$ cat src/rtl/segregate_tick_rand_if.sv
// Game-FSM <-> tick/random source signals. The random bit is named rand_bit
// because "rand" is a reserved SystemVerilog keyword.
interface segregate_tick_rand_if;
  logic       Run;
  logic       Clear;
  logic [6:0] score;
  logic       Pulse;
  logic       rand_bit;
  logic [3:0] level;

  modport master (output Run, Clear, score, input Pulse, rand_bit, level);
  modport slave  (input Run, Clear, score, output Pulse, rand_bit, level);
endinterface

$ cat src/rtl/segregate_tick_rand.sv
// Timeout pulse (period shrinking with score when TICK_SPEEDUP_EN is defined)
// plus a free-running 16-bit Galois LFSR random bit for the Segregate game.
module segregate_tick_rand #(
  parameter int          CNT_W       = 27,
  parameter int          BASE_PERIOD = 50_000_000,
  parameter int          STEP        = 2_500_000,
  parameter int          MIN_PERIOD  = 10_000_000,
  parameter logic [15:0] SEED        = 16'hACE1
) (
  input logic                  Clk,
  input logic                  Reset,
  segregate_tick_rand_if.slave tick
);

  // An all-zero seed would lock the LFSR up, so fall back to the default.
  localparam logic [15:0] SEED_EFF  = (SEED == 16'h0000) ? 16'hACE1 : SEED;
  localparam logic [15:0] LFSR_MASK = 16'hB400;

  logic [15:0]      lfsr;
  logic [CNT_W-1:0] count;
  logic [CNT_W-1:0] period;
  logic             pulse_q;
  logic [3:0]       level_q;

  always_ff @(posedge Clk or posedge Reset) begin
    if (Reset) begin
      lfsr <= SEED_EFF;
    end else begin
      lfsr <= (lfsr >> 1) ^ (lfsr[0] ? LFSR_MASK : 16'h0000);
    end
  end

`ifdef TICK_SPEEDUP_EN
  localparam int                    W     = CNT_W + 4;
  localparam logic signed [W-1:0]   MIN_S = W'(MIN_PERIOD);

  logic signed [W-1:0] diff;

  always_ff @(posedge Clk or posedge Reset) begin
    if (Reset) begin
      level_q <= 4'd0;
    end else begin
      level_q <= tick.score[6:3];
    end
  end

  // Signed, widened arithmetic so a large level clamps instead of wrapping.
  always_comb begin
    diff   = W'(BASE_PERIOD) - (W'(STEP) * W'(level_q));
    period = (diff < MIN_S) ? CNT_W'(MIN_PERIOD) : diff[CNT_W-1:0];
  end
`else
  logic unused_score;

  assign unused_score = ^tick.score;
  assign level_q      = 4'd0;
  assign period       = CNT_W'(BASE_PERIOD);
`endif

  // >= rather than == so a period that shrinks under the count fires next clock.
  always_ff @(posedge Clk or posedge Reset) begin
    if (Reset) begin
      count   <= '0;
      pulse_q <= 1'b0;
    end else if (!tick.Run || tick.Clear) begin
      count   <= '0;
      pulse_q <= 1'b0;
    end else if (count >= period - CNT_W'(1)) begin
      count   <= '0;
      pulse_q <= 1'b1;
    end else begin
      count   <= count + CNT_W'(1);
      pulse_q <= 1'b0;
    end
  end

  assign tick.Pulse    = pulse_q;
  assign tick.rand_bit = lfsr[0];
  assign tick.level    = level_q;

endmodule
$ cat src/flat_wrapper.sv
// flat-port wrapper written by rule: the top's interface ports become plain ports
module segregate_tick_rand_flat 
#(
  parameter int          CNT_W       = 27,
  parameter int          BASE_PERIOD = 50_000_000,
  parameter int          STEP        = 2_500_000,
  parameter int          MIN_PERIOD  = 10_000_000,
  parameter logic [15:0] SEED        = 16'hACE1
)
  (Clk, Reset, tick_Run, tick_Clear, tick_score, tick_Pulse, tick_rand_bit, tick_level);
  segregate_tick_rand_if tick_i ();
  input logic Clk;
  input logic Reset;
  input wire logic [$bits(tick_i.Run)-1:0] tick_Run;
  input wire logic [$bits(tick_i.Clear)-1:0] tick_Clear;
  input wire logic [$bits(tick_i.score)-1:0] tick_score;
  output wire logic [$bits(tick_i.Pulse)-1:0] tick_Pulse;
  output wire logic [$bits(tick_i.rand_bit)-1:0] tick_rand_bit;
  output wire logic [$bits(tick_i.level)-1:0] tick_level;
  assign tick_i.Run = tick_Run;
  assign tick_i.Clear = tick_Clear;
  assign tick_i.score = tick_score;
  assign tick_Pulse = tick_i.Pulse;
  assign tick_rand_bit = tick_i.rand_bit;
  assign tick_level = tick_i.level;
  segregate_tick_rand #(.CNT_W(CNT_W), .BASE_PERIOD(BASE_PERIOD), .STEP(STEP), .MIN_PERIOD(MIN_PERIOD), .SEED(SEED)) u_core (.Clk(Clk), .Reset(Reset), .tick(tick_i));
endmodule
$ cat config.mk
export PLATFORM = sky130hd
export DESIGN_NAME = segregate_tick_rand_flat
export DESIGN_NICKNAME = d
export VERILOG_FILES = /design/src/rtl/segregate_tick_rand_if.sv /design/src/rtl/segregate_tick_rand.sv /design/src/flat_wrapper.sv
export SDC_FILE = /design/constraint.sdc
export NUM_CORES = 1
export LEC_CHECK = 0
export ABC_CLOCK_PERIOD_IN_PS = 1900
export CAP_MARGIN = 0
export CORE_AREA = 8 8 72 74
export DETAILED_ROUTE_END_ITERATION = 12
export DIE_AREA = 0 0 80 82
export HOLD_SLACK_MARGIN = 0.08
export PLACE_DENSITY = 0.65
export SYNTH_ARGS = -nofsm -noshare
export SYNTH_HDL_FRONTEND = slang
export SYNTH_SLANG_ARGS = --single-unit
$ cat constraint.sdc
create_clock -name Clk -period 1.9 [get_ports Clk]
set_input_delay 0.19 -clock Clk [delete_from_list [all_inputs] [get_ports Clk]]
set_output_delay 0.19 -clock Clk [all_outputs]
set_load 0.005 [all_outputs]
======== Word-level counts from Yosys, hierarchy flattened ========
Index checks and enable logic that the tools add are counted.
storage, ports and cells
  input bits .............................. 11
  register bits ........................... 44
  logic and storage cells ................. 13
  output and inout bits ................... 6
cells by class
  add/sub/neg operators ................... 1
  reduce and logical (&&, ||, !) cells .... 2
  mux-type cells .......................... 5
  order comparisons ....................... 1
  bitwise gates (word level) .............. 1
operator list
  operator               number
  $mux 27                2
  $add 27x1->27 const B  1
  $ge 27x26->1 const B   1
  $mux 16                1
  $xor 15x16->16         1
  $mux 1                 2
  $logic_not 1->1        1
  $logic_or 1x1->1       1

======== Longest topological paths before layout ========
  word-level depth ........................ 3
  gate-level depth with buffers ........... 8
  depth with buffers taken out ............ 6

======== Worst setup path after synthesis ========
No wires, ideal clock.
  path type ............................... register -> register
  start ................................... reg u_core.count[0]
  end ..................................... reg u_core.count[18]
  path buffers ............................ 2
  setup time .............................. 0.118 ns
  data arrival time ....................... 1.682 ns
  stages on the path, launching flop included .. 9
  path slack .............................. 0.100 ns
  period minus slack after synthesis ...... 1.800 ns
  data required time ...................... 1.782 ns
  cell sequence ........................... dfrtp_1 ha_1 a21oi_1 o31a_1 nor4_1 or3_1 buf_4 buf_6 nor2_1
between the ends
  longest elaborated chain between the ends .. 3
  elaborated cells on any way between the ends .. 4
  classes of those cells .................. add/sub (1); order compare (1); mux (2)
ends and longest elaborated chain
  element                                               RTL line                                              RTL
  from (decl)                                           segregate_tick_rand.sv:20                             logic [CNT_W-1:0] count;
  from (signal assigned)                                segregate_tick_rand.sv:72                             count <= count + CNT_W'(1);
  $add 27x1->27 / $ge 27x26->1 (equally long branches)  segregate_tick_rand.sv:72, segregate_tick_rand.sv:68
  $mux 27 (*)                                           segregate_tick_rand.sv:68                             end else if (count >= period - CNT_W'(1)) begin
  $mux 27 (*)                                           segregate_tick_rand.sv:65                             end else if (!tick.Run || tick.Clear) begin
Mark *: on every way between the ends. The rest lies on a longest branch, timed or not.

======== Worst setup path after layout ========
  start ................................... reg u_core.count[18]
  end ..................................... reg u_core.count[4]
between the ends
  longest elaborated chain between the ends .. 3
ends and longest elaborated chain
  element       RTL line
  $ge 27x26->1  segregate_tick_rand.sv:68
  $mux 27       segregate_tick_rand.sv:68
  $mux 27       segregate_tick_rand.sv:65
Every way passes these cells.

==> flow_results.org <==
** Die
- The floorplan has 24 rows.
- The die is 82 µm tall.
- DIE AREA :: 6560 µm²
- In this run the horizontal extent of the chip is 80 µm.
- The initial utilization of the core area, before any placement, comes to 0.466.
- The core region is 4140 µm².
- During I/O placement, the number of pins put on the boundary was 17.

** STA
- Final setup violation count :: 0
- The number of endpoints with negative hold slack in the final report came to 0.
- Fin Clk Skew :: 0.00441 ns
- Normalized max-slew margin :: 0.648
- Minimum clock period :: 1.78 ns
- On the final layout, the worst hold slack is 0.330 ns.
- Max-slew violations :: 0
- Slew at the pin closest to its max-slew limit :: 0.527 ns
- F_max :: 561 MHz
- Share of the clock period used by the worst path after layout :: 0.938
- Final setup slack of the worst path :: 0.117 ns

** Logic synthesis
- Count of cell types in the netlist :: 33
- Number of instances in the synthesized netlist :: 170
- In the synthesized netlist the dominant register cell turns out to be sky130_fd_sc_hd__dfrtp_1.
- Area of the mapped netlist :: 1930 µm²
- The Yosys step of the flow raised 0 warnings.
- After synthesis the netlist holds a flip-flop and latch count of 44.
- A synthesized cell averages 11.4 µm².
- Fraction of the yosys area taken by sequential cells :: 0.575
- The synthesized design contains 0 enable-type register cells.
- Share of flip-flops with an asynchronous set or reset after synthesis :: 1.00

** Layout
- Diode insertion count for antenna repair :: 0
- Final Core Density :: 0.537
- The layout has 381 filler cells.
- The library cell used most frequently in the layout, excluding fill and tap cells, is sky130_fd_sc_hd__dfrtp_1.
- In the final layout, the share of cells above drive strength 1 is 0.242.
- Relative area change from synthesis to final layout :: 15.1%
- Post-layout net count :: 201
- Highest-count cells in the layout ignoring fill and taps :: 34 x sky130_fd_sc_hd__dfrtp_1, 31 x sky130_fd_sc_hd__nor2_1, 15 x sky130_fd_sc_hd__xnor2_1

** Detailed routing
- Using the TritonRoute via totals, the vias-per-cell ratio works out to 5.03.
- Dividing the detail-routed wire length by the instance count gives 14.4 µm.
- In this run, the number of DRC markers left after iteration 0 of detailed routing was 97.
- Remaining DRCs :: 0
- Routed Antenna Nets :: 0
- For this run, the detailed router's first-pass iteration total came to 4.
- Overall routed net length :: 3480 µm
- Routed via count :: 1217

** Hold path
- The min-delay analysis places its worst path in the category in2async.

** Global routing
- The via count of the first global-routing pass is 1280.
- Maximum number of pins on one net before global-route repair :: 45
- GRT overflow :: 0
- Across every metal layer, demand over resource in global routing totals 0.118.
- The first global-routing pass estimated 6010 µm of wire.
- Initial antenna violation count :: 0

** Pwr
- Worst voltage drop across the vdd grid :: 560 µV
- Pwr dens :: 760 nW/µm²
- Leakage component of the power :: 0.894 nW
- Sum of internal, switching and leakage power :: 0.00169 W

** Worst setup path
- STA classifies the critical path startpoint as a flip-flop.
- For the worst setup path, the data required time is 2.08 ns.
- STA classifies the critical path endpoint as a flip-flop.
- Setup slack, reg-to-reg :: 0.12 ns
- Data arrives at the worst endpoint at 1.97 ns.
- Endpoint of the most critical register-to-register path :: u_core.count[4]
- The worst register-to-register path has a depth of 6.
- Start of the worst register-to-register path :: u_core.count[18]
- Critical path start-end classification :: reg2reg
- Critical Path Fanout Max :: 26

** CTS
- Maximum level of the CTS H-tree :: 2
- Counting along the longest clock path gives a buffer depth of 2.
- TritonCTS clock tree :: done
- Clk Tree Root Cell :: sky130_fd_sc_hd__clkbuf_8
- Clock-pin slew was measured on the worst setup and hold paths at 0.08 ns.
- Worst skew pair latency :: 0.29 ns
- Clock tree synthesis inserted a total of 5 buffers.
- Clock tree synthesis found a total of 44 sinks.

** Placement
- Before CTS, the worst setup slack after placement is 0.0262 ns.
- After legalization and detailed placement, the total HPWL measured 2370 µm.
- The congestion estimate from routability-driven global placement came to 0.803.
- During placement, the flow inserted port buffers numbering 5.

** Run status
- The flow ran to the end, and the final reports show no timing, DRC or antenna violations.

** Run
- Number of max-capacitance violations reported :: 0
[timing repair]
action	in CTS	in global routing
hold buffers	0	0
setup endpoints to repair	0	26
resized for setup	0	6
setup buffers	0	2
[report_power, final]
part / internal, W / switching, W / leakage [nW] / total [W]
sequential: 0.000939 / 0.00000137 / 0.579 / 0.000941
combinational: 0.0000156 / 0.0000323 / 0.261 / 0.0000479
clock: 0.000389 / 0.000312 / 0.0541 / 0.000701
[critical path: stages, from the launching register on]
cell	delay, ns
sky130_fd_sc_hd__dfrtp_2	0.46
sky130_fd_sc_hd__nor4bb_4	0.32
sky130_fd_sc_hd__nand4_1	0.16
sky130_fd_sc_hd__nor4_2	0.29
sky130_fd_sc_hd__or3_1	0.19
sky130_fd_sc_hd__buf_12	0.18
sky130_fd_sc_hd__nor2_1	0.06
[state kept, by name, summed over array words and instances, names as in the netlist]
register / cells
u_core.count: 27
u_core.lfsr: 16
u_core.tick.Pulse: 1
[layer usage]
| metal | track usage | wire length (µm) |
|---|---|---|
| met1 | 0.148 | 1550 |
| met2 | 0.185 | 1750 |
| met3 | 0.0350 | 110 |
| met4 | 0.0545 | 73 |
| met5 | 0 | 0 |
[area by class of cell]
| class | count | area, µm² | share of cell area |
|---|---|---|---|
| clock buffers | 5 | 68.8 | 0.0310 |
| clock inverters | 3 | 42.5 | 0.0191 |
| inverters | 3 | 11.3 | 0.00506 |
| multi-input cells | 119 | 777 | 0.349 |
| flip-flops and latches | 44 | 1110 | 0.501 |
| well taps | 52 | 65.1 | 0.0293 |
| repair buffers | 16 | 145 | 0.0653 |
[cell usage after synthesis, types with 2 or more instances]
library cell | n | area share
sky130_fd_sc_hd__nand3_1 | 10 | 0.026
sky130_fd_sc_hd__nor2_2 | 4 | 0.013
sky130_fd_sc_hd__buf_4 | 5 | 0.019
sky130_fd_sc_hd__dfrtp_1 | 36 | 0.47
sky130_fd_sc_hd__a21oi_1 | 2 | 0.0052
sky130_fd_sc_hd__dfstp_2 | 8 | 0.11
sky130_fd_sc_hd__nor3_2 | 2 | 0.010
sky130_fd_sc_hd__nor4_1 | 2 | 0.0065
sky130_fd_sc_hd__nand4_1 | 8 | 0.026
sky130_fd_sc_hd__nor3b_2 | 2 | 0.013
sky130_fd_sc_hd__xor2_1 | 12 | 0.054
sky130_fd_sc_hd__nor2_1 | 31 | 0.060
sky130_fd_sc_hd__nor3_1 | 2 | 0.0052
sky130_fd_sc_hd__xnor2_1 | 15 | 0.068
sky130_fd_sc_hd__inv_1 | 3 | 0.0058
sky130_fd_sc_hd__buf_6 | 3 | 0.017
sky130_fd_sc_hd__and3_1 | 3 | 0.0097
sky130_fd_sc_hd__nand2_1 | 7 | 0.014
[worst max-delay path by stage]
stage / slack [ns] / cells after the start / startpoint / end
finish: 0.12 / 6 / u_core.count[18] / u_core.count[4]
global route: -0.002 / 6 / u_core.count[18] / u_core.count[4]
CTS: 0.007 / 7 / u_core.count[1] / u_core.count[2]
detailed placement: 0.03 / 7 / u_core.count[1] / u_core.count[2]
global placement: 0.03 / 7 / u_core.count[0] / u_core.count[3]
floorplan: 0.1 / 8 / u_core.count[0] / u_core.count[18]
[cells by family after synthesis]
kind of cell	count (synthesis)	share of synthesized area
buffers and inverters	11	0.0427
AOI/OAI and AO/OA	5	0.0201
xor gates and xnor gates	27	0.122
other	1	0.00194
adders and majority gates	1	0.00648
and+or+nand+nor	81	0.231
DFF	44	0.575
[per-stage QoR]
stage	TNS (ns)	area [µm²]	std cells
3_3_place_gp	0	2070	232
3_5_place_dp	0	2070	232
6_report	0	2220	242
4_1_cts	0	2180	240
5_1_grt	-0.00173	2220	242
2_1_floorplan	0	1950	174
Power figures use the tool's default switching activity.
